File: src/rtl/if_fetch_stage.sv
// Instruction fetch stage: owns the PC, issues in-order requests to instruction memory,
// buffers returned words in a small FIFO and hands {pc, instruction, valid} to IF/ID.
//
// Handshakes: the request channel transfers on a cycle where imem_req_valid and
// imem_req_ready are both high. imem_req_valid and imem_req_addr do not depend on
// imem_req_ready, and they stay stable until the transfer unless a redirect or reset
// intervenes. The response channel is valid-only: a word is consumed on every cycle
// imem_rsp_valid is high. The IF/ID side pops the head on valid_out & !stall.
module if_fetch_stage #(
  parameter int             N        = 32,
  parameter int             DEPTH    = 2,
  parameter logic [2*N-1:0] RESET_PC = '0,
  parameter logic [N-1:0]   NOP      = 32'h00000013
) (
  input  logic           clk,
  input  logic           rst,
  input  logic           stall,
  input  logic           redirect_valid,
  input  logic [2*N-1:0] redirect_pc,
  output logic           imem_req_valid,
  input  logic           imem_req_ready,
  output logic [2*N-1:0] imem_req_addr,
  input  logic           imem_rsp_valid,
  input  logic [N-1:0]   imem_rsp_data,
  output logic [2*N-1:0] pc_out,
  output logic [N-1:0]   instruction_out,
  output logic           valid_out,
  output logic           o_dbg_state
);

  localparam int AW = 2 * N;
  localparam int PW = (DEPTH > 1) ? $clog2(DEPTH) : 1;
  localparam int CW = $clog2(DEPTH + 1);
  localparam logic [CW:0] DEPTH_W = (CW + 1)'(DEPTH);

  localparam logic [0:0] ST_RUN   = 1'b0;
  localparam logic [0:0] ST_DRAIN = 1'b1;

  logic [AW-1:0] r_pc;
  logic [CW-1:0] r_count;
  logic [CW-1:0] r_outst;
  logic [CW-1:0] r_drop;
  logic [0:0]    r_state;
  logic [PW-1:0] r_fifo_rd;
  logic [PW-1:0] r_fifo_wr;
  logic [PW-1:0] r_sq_rd;
  logic [PW-1:0] r_sq_wr;

  logic [AW-1:0] r_fifo_pc  [DEPTH];
  logic [N-1:0]  r_fifo_ins [DEPTH];
  logic [AW-1:0] r_sq_pc    [DEPTH];

  logic          w_credit;
  logic          w_req_valid;
  logic          w_accept;
  logic          w_push;
  logic          w_drop_rsp;
  logic          w_valid;
  logic          w_pop;
  logic [CW-1:0] w_outst_rsp;

  // Buffered words plus words still in flight may never exceed the FIFO depth,
  // so every response that is not discarded is guaranteed a free slot.
  assign w_credit    = ({1'b0, r_count} + {1'b0, r_outst}) < DEPTH_W;
  assign w_req_valid = !rst && !redirect_valid && w_credit;
  assign w_accept    = w_req_valid && imem_req_ready;
  assign w_push      = imem_rsp_valid && (r_state == ST_RUN) && !redirect_valid && !rst;
  assign w_drop_rsp  = imem_rsp_valid && (r_state == ST_DRAIN);
  assign w_valid     = !rst && !redirect_valid && (r_count != '0);
  assign w_pop       = w_valid && !stall;
  assign w_outst_rsp = r_outst - CW'(imem_rsp_valid);

  always_ff @(posedge clk) begin
    if (rst) begin
      r_pc      <= RESET_PC;
      r_count   <= '0;
      r_outst   <= '0;
      r_drop    <= '0;
      r_state   <= ST_RUN;
      r_fifo_rd <= '0;
      r_fifo_wr <= '0;
      r_sq_rd   <= '0;
      r_sq_wr   <= '0;
    end else if (redirect_valid) begin
      // Everything still in flight belongs to the old path. r_drop is always a
      // subset of r_outst, so the new discard count is simply what remains in flight.
      r_pc      <= redirect_pc;
      r_count   <= '0;
      r_fifo_rd <= '0;
      r_fifo_wr <= '0;
      r_sq_rd   <= '0;
      r_sq_wr   <= '0;
      r_outst   <= w_outst_rsp;
      r_drop    <= w_outst_rsp;
      r_state   <= (w_outst_rsp != '0) ? ST_DRAIN : ST_RUN;
    end else begin
      if (w_accept) begin
        r_pc    <= r_pc + AW'(4);
        r_sq_wr <= r_sq_wr + PW'(1);
      end
      if (w_push) begin
        r_fifo_wr <= r_fifo_wr + PW'(1);
        r_sq_rd   <= r_sq_rd + PW'(1);
      end
      if (w_pop) begin
        r_fifo_rd <= r_fifo_rd + PW'(1);
      end
      r_count <= r_count + CW'(w_push) - CW'(w_pop);
      r_outst <= r_outst + CW'(w_accept) - CW'(imem_rsp_valid);
      if (w_drop_rsp) begin
        r_drop <= r_drop - CW'(1);
        if (r_drop == CW'(1)) begin
          r_state <= ST_RUN;
        end
      end
    end
  end

  // Storage arrays carry no reset; their contents are only observed through valid pointers.
  always_ff @(posedge clk) begin
    if (w_accept) begin
      r_sq_pc[r_sq_wr] <= r_pc;
    end
    if (w_push) begin
      r_fifo_pc[r_fifo_wr]  <= r_sq_pc[r_sq_rd];
      r_fifo_ins[r_fifo_wr] <= imem_rsp_data;
    end
  end

  assign imem_req_valid  = w_req_valid;
  assign imem_req_addr   = r_pc;
  assign valid_out       = w_valid;
  assign pc_out          = w_valid ? r_fifo_pc[r_fifo_rd] : '0;
  assign instruction_out = w_valid ? r_fifo_ins[r_fifo_rd] : NOP;
  assign o_dbg_state     = r_state;

endmodule

File: config.mk
export PLATFORM = sky130hd
export DESIGN_NAME = if_fetch_stage
export DESIGN_NICKNAME = d
export VERILOG_FILES = /design/src/rtl/if_fetch_stage.sv
export SDC_FILE = /design/constraint.sdc
export NUM_CORES = 1
export LEC_CHECK = 0
export CAP_MARGIN = 10
export CORE_UTILIZATION = 56
export CTS_BUF_LIST = sky130_fd_sc_hd__clkbuf_2
export DETAILED_ROUTE_END_ITERATION = 7
export PLACE_DENSITY = 0.88
export SYNTH_ARGS = -nofsm -noshare
export SYNTH_HDL_FRONTEND = slang
export SYNTH_SLANG_ARGS = --single-unit
File: constraint.sdc
create_clock -name clk -period 8.4 [get_ports clk]
set_input_delay 1.68 -clock clk [delete_from_list [all_inputs] [get_ports clk]]
set_output_delay 1.68 -clock clk [all_outputs]
set_load 0.02 [all_outputs]
==> summary.txt <==
Run status
  – Status: complete, no violations

Routing
  – Via count: 11,700
  – Routed WL per cell: 20.3 um
  – Drt pass-1 iters: 7
  – Post-Route WL: 40,800 um
  – Vias per std cell: 5.86
  – Number of DRC violations after detailed-routing iteration 0: 1,172
  – Remaining DRCs: 0
  – Post-DRT Antenna Nets: 0

Setup path
  – R2R Setup Slk: 4.89 ns
  – Most used cell, CP: buf_4
  – Crit. End Element: output port
  – Top Family by Delay on Critical Path: buffers and inverters
  – Req. time, crit path: 6.72 ns
  – Crit path max fanout: 42
  – Cell Chain, Critical Path: buf_4 > nor2_1 > o21ai_4 > buf_4 > buf_4 > nor2_1 > clkdlybuf4s50_1
  – Worst path slowest cell: clkdlybuf4s50_1
  – Buf/Inv on CP: 4
  – Largest stage delay, worst path: 0.62 ns
  – Worst setup startpoint: redirect_valid
  – Number of cells on the critical path: 7
  – CP arrival: 4.35 ns
  – Reg2reg path depth: 10
  – Critical Path Source Type: input port
  – Worst R2R End: imem_req_addr[17]
  – R2R Path Start: r_count[0]
  – Critical path class: in2out

STA
  – Final period utilization: 71.8%
  – Pin slew with the least headroom to its limit: 1.27 ns
  – Number of failing hold endpoints at the final stage: 0
  – Max-slew headroom: 14.6%
  – Fin Setup TNS: 0 ns
  – Setup Viol. Count Final: 0
  – Max Clock Freq: 0.166 GHz
  – Tmin final: 6.03 ns
  – Skew final: 0.104 ns
  – RSZ-0062 raised after global routing: false
  – Min Hold Slack: 0.502 ns
  – Max Slew Vio Count: 0

Layout
  – Area growth syn-to-layout: 23.2%
  – Layout Nets: 1,642
  – Layout cells sized above 1: 16.6%
  – Footprint of the multi-input gates: 5010 um2
  – Fillers: 1,975
  – Register area: 11,200 um2
  – Post-layout util: 70.5%

GRT
  – Maximum number of pins on one net before global-route repair: 74
  – Gr usage total: 26.9%
  – Vias in the first global route: 11,400
  – Initial antenna violation count: 6
  – GRT Residual Overflow: 0
  – First-pass GRT wire length: 62,400 um

Pwr
  – Pwr Density: 186 nW/um2
  – Net Sw Power: 0.000954 W
  – Maximum VDD drop: 0.000113 V
  – Cell leakage power: 6.70 nW
  – Int Pwr: 0.00283 W
  – Total Power: 0.00378 W
  – Comb pwr share: 7.6%
  – Sw Share: 25.2%
  – Sequential share of power: 59.4%
  – Clock power frac: 33.0%

Hold path
  – Hold crit path type: reg2reg
  – WHS Endpoint: r_sq_pc[0][16]
  – Hold Crit Depth: 0
  – Worst Hold Launch: imem_req_addr[16]

CTS
  – CTS Buf Count: 94
  – Reg clk slew, reported paths: 0.10 ns
  – CTS tree: yes
  – Root buf cell: clkbuf_2
  – PostCTS Resize Cnt: 0
  – Clk_lat worst skew: 0.94 ns
  – Post CTS Setup Buffer Count: 0
  – Clock H-tree levels: 3
  – Clk sinks: 397
  – CTS Buffer Depth: 3
  – CTS Hold Bufs: 0

Yosys
  – Synth warn: 0
  – Synth cell types: 69
  – Cell Area, Synth: 16,500 um2
  – Post-Synthesis Net Count: 1,337
  – Mapped Cells: 1,227
  – Synth async-reset ratio: 0%
  – Average size of a mapped cell: 13.5 um2
  – Most used DFF post-synth: edfxtp_1
  – Register area share after synthesis: 67.5%
  – Yosys reg bits: 397
  – Number of synthesized flops with an enable pin: 320

Floorplanning
  – I/O pin cnt: 265
  – Core Area: 28,900 um2
  – Vert. Die Dim: 174 um
  – Initial Util: 57.3%
  – Die X: 174 um
  – Row count: 62
  – Die ar.: 30,200 um2

Place
  – PortBufs: 264
  – GPL Wtd Cong: 0.893
  – Post-DP HPWL: 26,600 um

Flow run
  – Number of max-cap violations: 0
==> metal layers <==
layer	GRT usage (%)	part of all wire, %
met4	12.1	3.1
met3	5.59	8.7
met5	0	0
met1	34.9	39
met2	43.9	49
==> placed cells by master, fill, tap and decap left out, types with 16 or more instances in the layout <==
| cell type | instances |
|---|---|
| a31oi_1 | 18 |
| a21oi_1 | 41 |
| clkinv_1 | 18 |
| nor3_1 | 23 |
| dfxtp_1 | 75 |
| nor2b_1 | 16 |
| nand2_1 | 72 |
| xnor2_1 | 20 |
| mux2i_1 | 100 |
| clkbuf_2 | 150 |
| o21ai_0 | 31 |
| clkdlybuf4s50_1 | 262 |
| nor2_1 | 156 |
| nand3_1 | 28 |
| nand4_1 | 23 |
| mux2_2 | 64 |
| edfxtp_1 | 320 |
| nor4_1 | 17 |
==> flip-flops by register name (all words and copies together), names as in the netlist, named ones only <==
name,cells
r_fifo_pc,128
r_sq_pc,128
imem_req_addr,64
r_fifo_ins,64
r_count,2
r_drop,2
r_outst,2
o_dbg_state,1
r_fifo_rd,1
r_fifo_wr,1
r_sq_rd,1
r_sq_wr,1
==> power groups by stage <==
stage          Clock (W)  Combinational [W]  Sequential (W)
5_1_grt          0.00137           0.000308         0.00225
3_3_place_gp           0           0.000278         0.00228
4_1_cts          0.00128           0.000288         0.00224
2_1_floorplan          0           0.000137         0.00229
6_report         0.00125           0.000289         0.00225
3_5_place_dp           0           0.000286         0.00229
==> cell usage after synthesis, types with 6 or more instances <==
cell type / instances / share of area, %
a21oi_1: 41 / 1.2
a221oi_1: 6 / 0.32
a22oi_1: 12 / 0.55
a31oi_1: 18 / 0.68
and2_1: 7 / 0.27
and3_1: 11 / 0.42
buf_1: 12 / 0.27
clkbuf_1: 44 / 1.0
dfxtp_1: 77 / 9.3
edfxtp_1: 320 / 58
ha_1: 7 / 0.53
inv_1: 15 / 0.34
mux2_2: 64 / 4.4
mux2i_1: 100 / 6.1
nand2_1: 72 / 1.6
nand2b_1: 6 / 0.23
nand3_1: 28 / 0.85
nand4_1: 23 / 0.87
nor2_1: 158 / 3.6
nor2b_1: 16 / 0.61
nor3_1: 23 / 0.70
nor4_1: 17 / 0.64
o21ai_0: 31 / 0.94
o22ai_1: 10 / 0.38
xnor2_1: 20 / 1.1
==> worst max-delay path by stage <==
stage	to	slack, ns
finish	pc_out[32]	2.37
global route	pc_out[37]	2.25
CTS	pc_out[32]	2.44
detailed placement	pc_out[32]	2.44
global placement	pc_out[25]	2.57
floorplan	r_fifo_ins[0][0]	1.64
==> kinds of logic after synthesis <==
kind of cell | after synthesis | share of synthesized area [%]
adder cells (fa/ha/maj) | 8 | 0.651
flip-flops | 397 | 67.5
XOR/XNOR | 22 | 1.17
AND/OR/NAND/NOR | 396 | 11.8
multiplexers | 164 | 10.4
AO/OA/AOI/OAI | 157 | 6.10
buffers and inverters | 83 | 2.38
==> area by class of cell <==
type	count	area share (%)
inverter	15	0.277
antenna	7	0.0861
multi-input combinational	747	24.6
tap	384	2.36
sequential	397	54.8
clock buffer	150	3.69
timing repair buffer	277	13.4
clock inverter	27	0.725
==> metrics by stage <==
step / cells / cell area, um2 / setup WS (ns)
floorplan: 1227 / 16500 / 1.64
global placement: 1820 / 19400 / 2.57
detailed placement: 1820 / 19400 / 2.44
CTS: 1997 / 20300 / 2.44
global route: 2003 / 20400 / 2.25
finish: 2004 / 20400 / 2.37
(Power assumes the default switching activity.)
==> patch: new RTL, same settings <==
Make the reset (`rst`) asynchronous in one clocked block.
--- a/src/rtl/if_fetch_stage.sv
+++ b/src/rtl/if_fetch_stage.sv
@@ -71,5 +71,5 @@
   assign w_outst_rsp = r_outst - CW'(imem_rsp_valid);
 
-  always_ff @(posedge clk) begin
+  always_ff @(posedge clk or posedge rst) begin
     if (rst) begin
       r_pc      <= RESET_PC;
Function: differs if rst is asserted again (counterexample within 4 cycles, from zero or initial values and one cycle with rst high); with rst held inactive, the same outputs for 4 cycles.
==> patch against the original RTL <==
Cell area is 1.1% higher; routed wire length grew 1.9%; synthesized cell count down 4.4%; clock skew down 0.036 ns; setup slack got worse by 0.095 ns; utilization up 0.37 points; worst hold slack got worse by 0.00090 ns; synthesized area increased by 0.86%; sequential cell count is 2 lower; power up 13%; critical path depth unchanged; critical path type unchanged; largest power group unchanged; highest routed layer is now met5.
==> patch: results (changes against the original RTL) <==
[synthesis]
yosys-mux-area-fraction = 0.107  ; was 0.104
yosysSeqAreaShare = 0.689  ; was 0.675
synth-seq-cells = 395  ; was 397
synth.lib_cells_used.distinct = 57  ; was 69
synth.cells.most_frequent = edfxtp_1 (320), nor2_1 (125), mux2i_1 (102)  ; was edfxtp_1 (320), nor2_1 (158), mux2i_1 (100)
synth_area_leaders = edfxtp_1 (58%), dfrtp_1 (11%), mux2i_1 (6.1%)  ; was edfxtp_1 (58%), dfxtp_1 (9.3%), mux2i_1 (6.1%)
async_reset_ff_frac = 0.190  ; was 0
syn-num-nets = 1283  ; was 1337
post_synth_xor_area_fraction = 0.00526  ; was 0.0117

[global_route]
grt_start_max_net_pins = 70  ; was 74
antenna_found_initial = 5  ; was 6
groute.usage.overall = 0.273  ; was 0.269
grt_pass1_wl_mm = 63.3  ; was 62.4 mm

[worst_setup_path]
timing.critical_path.to = instruction_out[4]  ; was pc_out[32]
regToRegSetupSlack_ns = 4.77  ; was 4.89 ns
worst-r2r-cell-count = 7  ; was 10
r2r_start = r_count[0]$_DFF_PP0_  ; was r_count[0]$_SDFF_PP0_
crit_fanout = 69  ; was 42
critPathArrivalTime_ns = 4.45  ; was 4.35 ns
critical-path-max-stage-delay_ns = 0.69  ; was 0.62 ns

[cells_and_area]
signal_buffers = 275  ; was 277
num-nets-final = 1592  ; was 1642
final_cell_count_no_fill = 1947  ; was 2004
clkCellAreaFrac = 0.0454  ; was 0.0441
insertedDiodeCount = 4  ; was 7
drive_above_1_share = 0.172  ; was 0.166
layout.buffer.nonclock.area_share = 0.132  ; was 0.134
layout.filler_cells = 1957  ; was 1975
layout_clock_buffers = 151  ; was 150
multi_input_gates = 704  ; was 747
multiInputGateArea_um2 = 4890  ; was 5010 um^2

[detailed_routing]
via_count = 11600  ; was 11700
finalWirelength_mm = 41.5  ; was 40.8 mm

[timing]
finalClockSkew_ns = 0.0678  ; was 0.104 ns
max_slew.worst_pin.slew_ns = 1.09  ; was 1.27 ns

[hold_path]
min_from = imem_req_addr[0]$_DFFE_PP0P_  ; was imem_req_addr[16]$_SDFFE_PP0P_
min_to = r_sq_pc[0][0]$_DFFE_PP_  ; was r_sq_pc[0][16]$_DFFE_PP_

[outcome]
outcome = finished clean  ; unchanged

[placed_design]
placedCellCount = 1770  ; was 1820
finalWeightedCongestion = 0.832  ; was 0.893

[clocking]
worst_skew_pair.late_latency_ns = 0.92  ; was 0.94 ns

[power]
vdd_drop_max_uv = 131  ; was 113 uV
total_leakage_power_uw = 0.00706  ; was 0.00670 uW

## patch: cell families (layout without fill, tap and decap cells)
group                      Yosys count  after routing
DFF                                395            395
and+or+nand+nor                    385            385
muxes                              169            169
AOI/OAI and AO/OA                  132            132
buffers and inverters               74            460
xor gates and xnor gates            10             10
adders and majority gates            8              8
other                                0              4
## patch: stage by stage
stage          setup WS, ns  power, uW  instance area [um^2]   util  hold slack [ns]
2_1_floorplan          1.49       2710                 16700      -            0.464
3_3_place_gp           2.42       2960                 19600  0.677            0.505
3_5_place_dp           2.32       2990                 19600  0.677            0.507
4_1_cts                2.32       4290                 20600  0.709            0.499
5_1_grt                2.10       4450                 20600  0.709            0.520
6_report               2.27       4260                 20600  0.709            0.501
## patch: layer usage
layer  wire (um)  global-route usage
met1       16100               0.343
met2       20700               0.457
met3        3560              0.0630
met4        1180               0.112
met5          12                   0
## patch: report_power, final
part	switching, uW	internal (uW)
clock network	738	568
logic	299	252
registers	146	2250
total	1180	3070
